**src/rtl/dpic_burst_ctrl.sv**
```systemverilog
// Burst-to-single-beat sequencer in front of the 1-cycle DPI-C RAM.
// Each accepted beat issues exactly one RAM access; read data returns through a registered buffer.
module dpic_burst_ctrl #(
  parameter int ADDR_WIDTH = 32,
  parameter int DATA_WIDTH = 32,
  parameter int LEN_WIDTH  = 8
) (
  input  logic                    clk,
  input  logic                    rst,
  input  logic                    req_valid,
  output logic                    req_ready,
  input  logic [ADDR_WIDTH-1:0]   req_addr,
  input  logic [LEN_WIDTH-1:0]    req_len,
  input  logic [1:0]              req_size,
  input  logic                    req_write,
  input  logic                    req_wrap,
  input  logic                    w_valid,
  output logic                    w_ready,
  input  logic [DATA_WIDTH-1:0]   w_data,
  input  logic [DATA_WIDTH/8-1:0] w_strb,
  input  logic                    w_last,
  output logic                    r_valid,
  input  logic                    r_ready,
  output logic [DATA_WIDTH-1:0]   r_data,
  output logic                    r_last,
  output logic                    b_valid,
  input  logic                    b_ready,
  output logic                    b_err,
  output logic                    ram_en,
  output logic                    ram_re,
  output logic                    ram_we,
  output logic [ADDR_WIDTH-1:0]   ram_addr,
  output logic [1:0]              ram_size,
  output logic [DATA_WIDTH/8-1:0] ram_wmask,
  output logic [DATA_WIDTH-1:0]   ram_wdata,
  input  logic [DATA_WIDTH-1:0]   ram_rdata
);

  typedef enum logic [1:0] {IDLE = 2'd0, RD = 2'd1, WR = 2'd2, BRESP = 2'd3} state_t;

  state_t                  state_r, state_s;
  logic [ADDR_WIDTH-1:0]   addr_r;
  logic [LEN_WIDTH-1:0]    len_r;
  logic [1:0]              size_r;
  logic                    wrap_r;
  logic [LEN_WIDTH:0]      cnt_r;
  logic                    err_r;
  logic                    r_valid_r, r_last_r;
  logic [DATA_WIDTH-1:0]   r_data_r;
  logic                    last_s, rd_issue_s;

  // WRAP only applies to 2/4/8/16-beat bursts; any other length steps like INCR.
  function automatic logic [ADDR_WIDTH-1:0] next_addr(
    input logic [ADDR_WIDTH-1:0] a,
    input logic [LEN_WIDTH-1:0]  len,
    input logic [1:0]            size,
    input logic                  wrap
  );
    logic [ADDR_WIDTH-1:0] step, incr, mask;
    step = ADDR_WIDTH'(1'b1) << size;
    incr = a + step;
    case (len)
      LEN_WIDTH'(1):  mask = (step << 3'd1) - ADDR_WIDTH'(1'b1);
      LEN_WIDTH'(3):  mask = (step << 3'd2) - ADDR_WIDTH'(1'b1);
      LEN_WIDTH'(7):  mask = (step << 3'd3) - ADDR_WIDTH'(1'b1);
      LEN_WIDTH'(15): mask = (step << 3'd4) - ADDR_WIDTH'(1'b1);
      default:        mask = '0;
    endcase
    if (wrap && (mask != '0)) begin
      return (a & ~mask) | (incr & mask);
    end else begin
      return incr;
    end
  endfunction

  assign last_s     = (cnt_r == (LEN_WIDTH+1)'(1'b1));
  assign rd_issue_s = (state_r == RD) && (cnt_r != '0) && (!r_valid_r || r_ready);

  assign r_valid = r_valid_r;
  assign r_last  = r_last_r;
  assign r_data  = r_data_r;

  // FSM state register
  always_ff @(posedge clk) begin
    if (!rst) begin
      state_r <= IDLE;
    end else begin
      state_r <= state_s;
    end
  end

  // Next-state and handshake/RAM strobes
  always_comb begin
    state_s   = state_r;
    req_ready = 1'b0;
    w_ready   = 1'b0;
    b_valid   = 1'b0;
    b_err     = 1'b0;
    ram_en    = 1'b0;
    ram_re    = 1'b0;
    ram_we    = 1'b0;
    ram_addr  = '0;
    ram_size  = 2'd0;
    ram_wmask = '0;
    ram_wdata = '0;
    case (state_r)
      IDLE: begin
        req_ready = 1'b1;
        if (req_valid) begin
          state_s = req_write ? WR : RD;
        end else begin
          state_s = IDLE;
        end
      end
      RD: begin
        if (rd_issue_s) begin
          ram_en   = 1'b1;
          ram_re   = 1'b1;
          ram_addr = addr_r;
          ram_size = size_r;
        end else begin
          ram_en = 1'b0;
        end
        if (r_valid_r && r_ready && r_last_r) begin
          state_s = IDLE;
        end else begin
          state_s = RD;
        end
      end
      WR: begin
        w_ready = 1'b1;
        if (w_valid) begin
          ram_en    = 1'b1;
          ram_we    = 1'b1;
          ram_addr  = addr_r;
          ram_size  = size_r;
          ram_wmask = w_strb;
          ram_wdata = w_data;
          state_s   = last_s ? BRESP : WR;
        end else begin
          state_s = WR;
        end
      end
      BRESP: begin
        b_valid = 1'b1;
        b_err   = err_r;
        if (b_ready) begin
          state_s = IDLE;
        end else begin
          state_s = BRESP;
        end
      end
      default: state_s = IDLE;
    endcase
  end

  // Burst context, beat counter, error flag and registered read buffer
  always_ff @(posedge clk) begin
    if (!rst) begin
      addr_r    <= '0;
      len_r     <= '0;
      size_r    <= 2'd0;
      wrap_r    <= 1'b0;
      cnt_r     <= '0;
      err_r     <= 1'b0;
      r_valid_r <= 1'b0;
      r_last_r  <= 1'b0;
      r_data_r  <= '0;
    end else begin
      case (state_r)
        IDLE: begin
          if (req_valid) begin
            addr_r <= req_addr;
            len_r  <= req_len;
            size_r <= req_size;
            wrap_r <= req_wrap;
            cnt_r  <= {1'b0, req_len} + (LEN_WIDTH+1)'(1'b1);
            err_r  <= 1'b0;
          end
        end
        RD: begin
          if (rd_issue_s) begin
            r_data_r  <= ram_rdata;
            r_valid_r <= 1'b1;
            r_last_r  <= last_s;
            cnt_r     <= cnt_r - (LEN_WIDTH+1)'(1'b1);
            addr_r    <= next_addr(addr_r, len_r, size_r, wrap_r);
          end else if (r_valid_r && r_ready) begin
            r_valid_r <= 1'b0;
            r_last_r  <= 1'b0;
            r_data_r  <= '0;
          end
        end
        WR: begin
          if (w_valid) begin
            // A misplaced w_last is flagged but the beat is still committed.
            if (w_last != last_s) begin
              err_r <= 1'b1;
            end
            cnt_r  <= cnt_r - (LEN_WIDTH+1)'(1'b1);
            addr_r <= next_addr(addr_r, len_r, size_r, wrap_r);
          end
        end
        BRESP: begin
          err_r <= err_r;
        end
        default: begin
          r_valid_r <= 1'b0;
          r_last_r  <= 1'b0;
        end
      endcase
    end
  end

endmodule

```
**config.mk**
```make
export PLATFORM = sky130hd
export DESIGN_NAME = dpic_burst_ctrl
export DESIGN_NICKNAME = d
export VERILOG_FILES = /design/src/rtl/dpic_burst_ctrl.sv
export SDC_FILE = /design/constraint.sdc
export NUM_CORES = 1
export LEC_CHECK = 0
export CAP_MARGIN = 40
export CORE_MARGIN = 2
export CORE_UTILIZATION = 45
export CTS_BUF_LIST = sky130_fd_sc_hd__clkbuf_4 sky130_fd_sc_hd__clkbuf_8
export DETAILED_ROUTE_END_ITERATION = 7
export PLACE_DENSITY = 0.82
export SETUP_SLACK_MARGIN = 0.02
export SLEW_MARGIN = 20
export SYNTH_ARGS = -nofsm -noshare
export SYNTH_HDL_FRONTEND = slang
export SYNTH_SLANG_ARGS = --single-unit
export TNS_END_PERCENT = 20
```
**constraint.sdc**
```tcl
create_clock -name clk -period 2.99 [get_ports clk]
set_input_delay 0.299 -clock clk [delete_from_list [all_inputs] [get_ports clk]]
set_output_delay 0.299 -clock clk [all_outputs]
set_load 0.01 [all_outputs]
```
==> out/metrics.cfg, run 1 <==
[route]
routed_wirelength_um = 19400
route.vias.total = 6420
postRouteAntennaNets = 0
drcViolationCount = 0
wl_per_cell_um = 17.4
drt-pass1-iter-count = 5
via_per_inst = 5.74
drtIter0Drc = 404

[worst_setup_path]
crit_required_ps = 2690
crit_path_start_kind = register
crit_path_frequent_cell = and2_1
critPathMaxFanout = 35
path_buf_inv = 3
crit_chain = inv_1 > ha_2 > a32oi_2 > and2_1 > o21a_1 > buf_12 > and2_1 > clkdlybuf4s50_1
critical_path_arrival_ps = 2550
critical_path.top_delay_family = buffers and inverters
rrSetupSlack_ps = 220
cp_slowest_cell = clkdlybuf4s50_1
worst_setup_path_end_kind = output pin
path_class = reg2out
max_stage_delay_ps = 560

[run]
max_cap_violations = 0

[clock_tree]
cts_buffers = 9
clk_latency_ps = 380
clock-sinks = 89
cts-htree-levels = 3
clk_pin_slew_worst_paths_ps = 100
cts_root_buf = clkbuf_8
cts_hold_repair.buffers = 0
cts_tree = done
clock_path_buffers = 2

[timing]
max_freq_mhz = 350
period_share = 0.954
whs_ps = 461
slew_violations = 0
fin_ws_ps = 136
slew-limit-headroom = 0.493
finalSetupViolCount = 0
clock_skew_ps = 13.2
rsz0062_at_grt = true
hold_viol_final = 0
post-route-min-period_ps = 2850
worstMarginPinSlew_ps = 760
tns_ps = 0

[die]
die_area_um2 = 13300
die_h_um = 115
core_area_um2 = 12100
fp.dieW_um = 115
initial_core_util = 0.461
row_count = 40
ioPinCount = 230

[logic_synthesis]
synth_edf_count = 0
yosys.area.top_type_share = 0.320
synth_area_per_cell_um2 = 7.58
yosysUniqueCellTypes = 70
synth_top_area_cell = dfxtp_1
synth_ff_type = dfxtp_1
synthTopCellsByArea = dfxtp_1, nor2_1, a22oi_1
netlist_area_um2 = 5560
syn_nets = 865
seq_area_frac_synth = 0.320
syn_inst = 734
ys_ff_latch = 89
ys_async_sr_fraction = 0
synth_most_common_cell = dfxtp_1
ys_top_cells_by_count = dfxtp_1, nor2_1, nand2_1
yosysWarnings = 0

[global_route]
grt.total_usage = 0.283
grt_max_degree = 71
grt_pass1_wl_um = 30100
grt_pass1_vias = 5908
overflow = 0
antenna_found_initial = 0

[cells_and_area]
fillers = 1010
final_net_count = 1076
area_growth_pct = 49.9
diodes = 0
layout-drive-gt1-share = 0.0653

[placed_design]
place.gp.congestion = 0.889
portBuffers = 229
dp_slack_ps = 276
dp_hpwl_um = 14300

[pwr]
p_per_area_nw_per_um2 = 429
irDropWorstVdd_mv = 0.440
leakagePower_nw = 3.14

[hold_path]
hp-class = reg2reg

[status]
status = finished clean

## worst register-to-register path: cells and delay by family (launching register included)
kind	cells	cell delay, ps
adder cells (fa/ha/maj)	1	470
flip-flops	1	520
AO/OA/AOI/OAI	4	1090
AND/OR/NAND/NOR	3	590
## cells by family (layout without fill, tap and decap cells)
kind of cell / count (synthesis) / after routing / share of synthesized area
buffers and inverters: 79 / 295 / 0.0546
and+or+nand+nor: 299 / 299 / 0.279
adders and majority gates: 13 / 13 / 0.0288
muxes: 3 / 3 / 0.00585
DFF: 89 / 89 / 0.320
xor gates and xnor gates: 12 / 12 / 0.0189
AOI/OAI and AO/OA: 239 / 239 / 0.293
## area by class of cell
class / count / area (um2) / share of cell area
clock inverter: 5 / 88.8 / 0.0106
tap: 168 / 210 / 0.0252
multi-input combinational: 566 / 3530 / 0.423
timing repair buffer: 255 / 2500 / 0.300
sequential: 89 / 1790 / 0.214
clock buffer: 11 / 139 / 0.0166
inverter: 24 / 90.1 / 0.0108
## cells in the final DEF (no fill, tap or decap), drive strengths merged, types with 3 or more instances in the layout
cell           count
nand2             61
and3              44
a211o              3
a21o               5
clkdlybuf4s50    229
and4b              3
o211ai            12
buf               26
xor2               6
nor2              76
inv               24
xnor2              6
a211oi             7
and4               4
a31oi             15
and2              42
o21a              12
or4                4
clkinv             3
o31ai              3
clkbuf            11
nand2b             5
nand4             15
ha                12
nor4b              4
a21oi             50
dfxtp             89
o32ai              3
o21ai             48
o32a               5
nand3             19
a221oi             7
a32oi              6
nor3               7
o22ai              8
a22oi             37
nor2b              8
## worst paths after layout
kind	start	end	cells after the start
max	cnt_r[1]$_SDFFE_PN0P_	ram_addr[7]	8
min	len_r[6]$_SDFFE_PN0P_	len_r[6]$_SDFFE_PN0P_	2
max reg2reg	size_r[0]$_SDFFE_PN0P_	register	8
min reg2reg	len_r[6]$_SDFFE_PN0P_	len_r[6]$_SDFFE_PN0P_	2
## routing by layer
metal | track usage | up-vias | share of wire
li1 | - | 3119 | -
met1 | 0.378 | 2986 | 0.43
met2 | 0.452 | 282 | 0.46
met3 | 0.0796 | 33 | 0.086
met4 | 0.0755 | 0 | 0.018
met5 | 0 | - | 0
## through the flow
stage	power, W	std cells	instance area (um2)	util
3_3_place_gp	0.00257	1101	8050	0.668
2_1_floorplan	0.00208	734	5560	-
6_report	0.00357	1118	8340	0.692
4_1_cts	0.00355	1117	8300	0.688
3_5_place_dp	0.00258	1101	8050	0.668
5_1_grt	0.00377	1118	8340	0.692
## power breakdown
group,switching (W),leakage (nW),internal [W]
logic,0.000589,2.29,0.000555
registers,0.000160,0.729,0.00130
clock network,0.000469,0.116,0.000499
## timing repair
action	CTS	global route
pin swaps	0	2
endpoints found under the hold margin	0	0
resized for setup	3	7
setup endpoints to repair	34	36
setup buffers	0	1
Power figures use the tool's default switching activity.
==> run 2: changes to the inputs <==
Settings changed: RECOVER_POWER set to 100.
==> run 2 against run 1 <==
Hold slack hardly changed. Design area is 0.18% lower. Highest routed layer unchanged. Die area stayed put. Flip-flop and latch count stayed put. Via count is 0.22% higher. Clock power hardly changed. Register-to-register slack hardly changed. Non-clock buffer count stayed put. Global-route usage stayed put.
==> out/metrics.cfg, run 2 (synthesis results as in run 1) <==
[timing]
slew-limit-headroom = 0.490  ; -0.00322
tns_ps = 0  ; unchanged
max_freq_mhz = 353  ; +0.67%
post-route-min-period_ps = 2830  ; -19.1 ps
hold_viol_final = 0  ; unchanged
clock_skew_ps = 9.92  ; -3.26 ps
rsz0062_at_grt = true
slew_violations = 0  ; unchanged
whs_ps = 462  ; +0.163 ps
worstMarginPinSlew_ps = 765  ; +4.82 ps
period_share = 0.948  ; -0.00639
finalSetupViolCount = 0  ; unchanged

[clock_tree]
cts_buffers = 9  ; unchanged
cts_root_buf = clkbuf_8
cts_hold_repair.buffers = 0  ; unchanged
cts_tree = done
clk_pin_slew_worst_paths_ps = 100  ; about the same
clock_path_buffers = 2  ; unchanged
cts-htree-levels = 3  ; unchanged
clk_latency_ps = 380  ; about the same
clock-sinks = 89  ; unchanged

[cells_and_area]
final_cell_mix = clkdlybuf4s50_1, dfxtp_1, dlygate4sd3_1
final_net_count = 1076  ; unchanged
layout-drive-gt1-share = 0.0632  ; -0.00211
diodes = 0  ; unchanged
area_growth_pct = 49.7
final_common_cell = clkdlybuf4s50_1

[route]
via_per_inst = 5.75  ; +0.22%
route.vias.total = 6434  ; +0.22%
postRouteAntennaNets = 0  ; unchanged
drcViolationCount = 0  ; unchanged
wl_per_cell_um = 17.4  ; +0.28%
drt-pass1-iter-count = 5  ; unchanged
routed_wirelength_um = 19500  ; +0.28%
drtIter0Drc = 416  ; +3.0%

[worst_setup_path]
critical_path_arrival_ps = 2540  ; about the same
crit_chain = inv_1 > ha_2 > a32oi_2 > and2_1 > o21a_1 > buf_12 > and2_1 > clkdlybuf4s50_1
cp_slowest_cell = clkdlybuf4s50_1
rrSetupSlack_ps = 230  ; about the same
crit_required_ps = 2690  ; about the same
crit_path_frequent_cell = and2_1
critPathMaxFanout = 35  ; unchanged
path_class = reg2out
crit_path_start_kind = register
max_stage_delay_ps = 550  ; about the same
worst_setup_path_end_kind = output pin

[die]
ioPinCount = 230  ; unchanged
row_count = 40  ; unchanged
core_area_um2 = 12100  ; unchanged
fp.dieW_um = 115  ; unchanged
die_h_um = 115  ; unchanged
initial_core_util = 0.461  ; unchanged
die_area_um2 = 13300  ; unchanged

[pwr]
irDropWorstVdd_mv = 0.440  ; about the same
finalPower_w = 0.00355  ; -0.67%
p_per_area_nw_per_um2 = 426  ; -0.49%
leakagePower_nw = 3.37  ; +7.5%

[placed_design]
place.gp.congestion = 0.889  ; unchanged
dp_hpwl_um = 14300  ; unchanged
portBuffers = 229  ; unchanged

[global_route]
grt.total_usage = 0.283  ; unchanged
grt_pass1_vias = 5908  ; unchanged
grt_pass1_wl_um = 30100  ; unchanged
antenna_found_initial = 0  ; unchanged
overflow = 0  ; unchanged
grt_max_degree = 71  ; unchanged

[run]
max_cap_violations = 0  ; unchanged

[status]
status = finished clean

[hold_path]
hp-class = reg2reg

## run 2: what timing repair did
action	4_1_cts	5_1_grt
endpoints found under the hold margin	0	0
setup endpoints to repair	34	36
pin swaps	0	2
resized for setup	3	7
setup buffers	0	1
## run 2: power breakdown
part / internal [W] / total [W] / switching (W)
logic: 0.000532 / 0.00112 / 0.000589
registers: 0.00130 / 0.00146 / 0.000159
clock network: 0.000499 / 0.000969 / 0.000470
## run 2: metal layers
layer / track usage / share of wire / vias to the layer above
met5: 0 / 0 / -
met4: 0.0755 / 0.018 / 0
met3: 0.0796 / 0.088 / 31
met2: 0.452 / 0.46 / 292
met1: 0.378 / 0.43 / 2995
li1: - / - / 3116
## run 2: critical path, delay by kind of cell (launching register included)
family | cells | cell delay (ps)
buffers and inverters | 3 | 810
AND/OR/NAND/NOR | 2 | 350
adder cells (fa/ha/maj) | 1 | 210
flip-flops | 1 | 380
AO/OA/AOI/OAI | 2 | 410
## run 2: final cells by class
cell class / instances / area [um2]
well taps: 168 / 210
clock inverters: 5 / 88.8
clock buffers: 11 / 139
flip-flops and latches: 89 / 1790
repair buffers: 255 / 2480
inverters: 24 / 90.1
fillers: 1013 / 3730
multi-input cells: 566 / 3530
## run 2: path summary, 6_finish.rpt
kind,from,end,cells past startpoint
worst max-delay path,cnt_r[1]$_SDFFE_PN0P_,ram_addr[7],8
worst min-delay path,len_r[6]$_SDFFE_PN0P_,len_r[6]$_SDFFE_PN0P_,2
worst max register to register,size_r[0]$_SDFFE_PN0P_,register,8
worst min register to register,len_r[6]$_SDFFE_PN0P_,len_r[6]$_SDFFE_PN0P_,2
## run 2: metrics by stage
step | utilization | setup slack (ps) | area, um2 | std cells
5_1_grt | 0.690 | 7.93 | 8330 | 1118
3_5_place_dp | 0.668 | 276 | 8050 | 1101
4_1_cts | 0.688 | 45.7 | 8300 | 1117
2_1_floorplan | - | 292 | 5560 | 734
6_report | 0.690 | 155 | 8330 | 1118
3_3_place_gp | 0.668 | 319 | 8050 | 1101
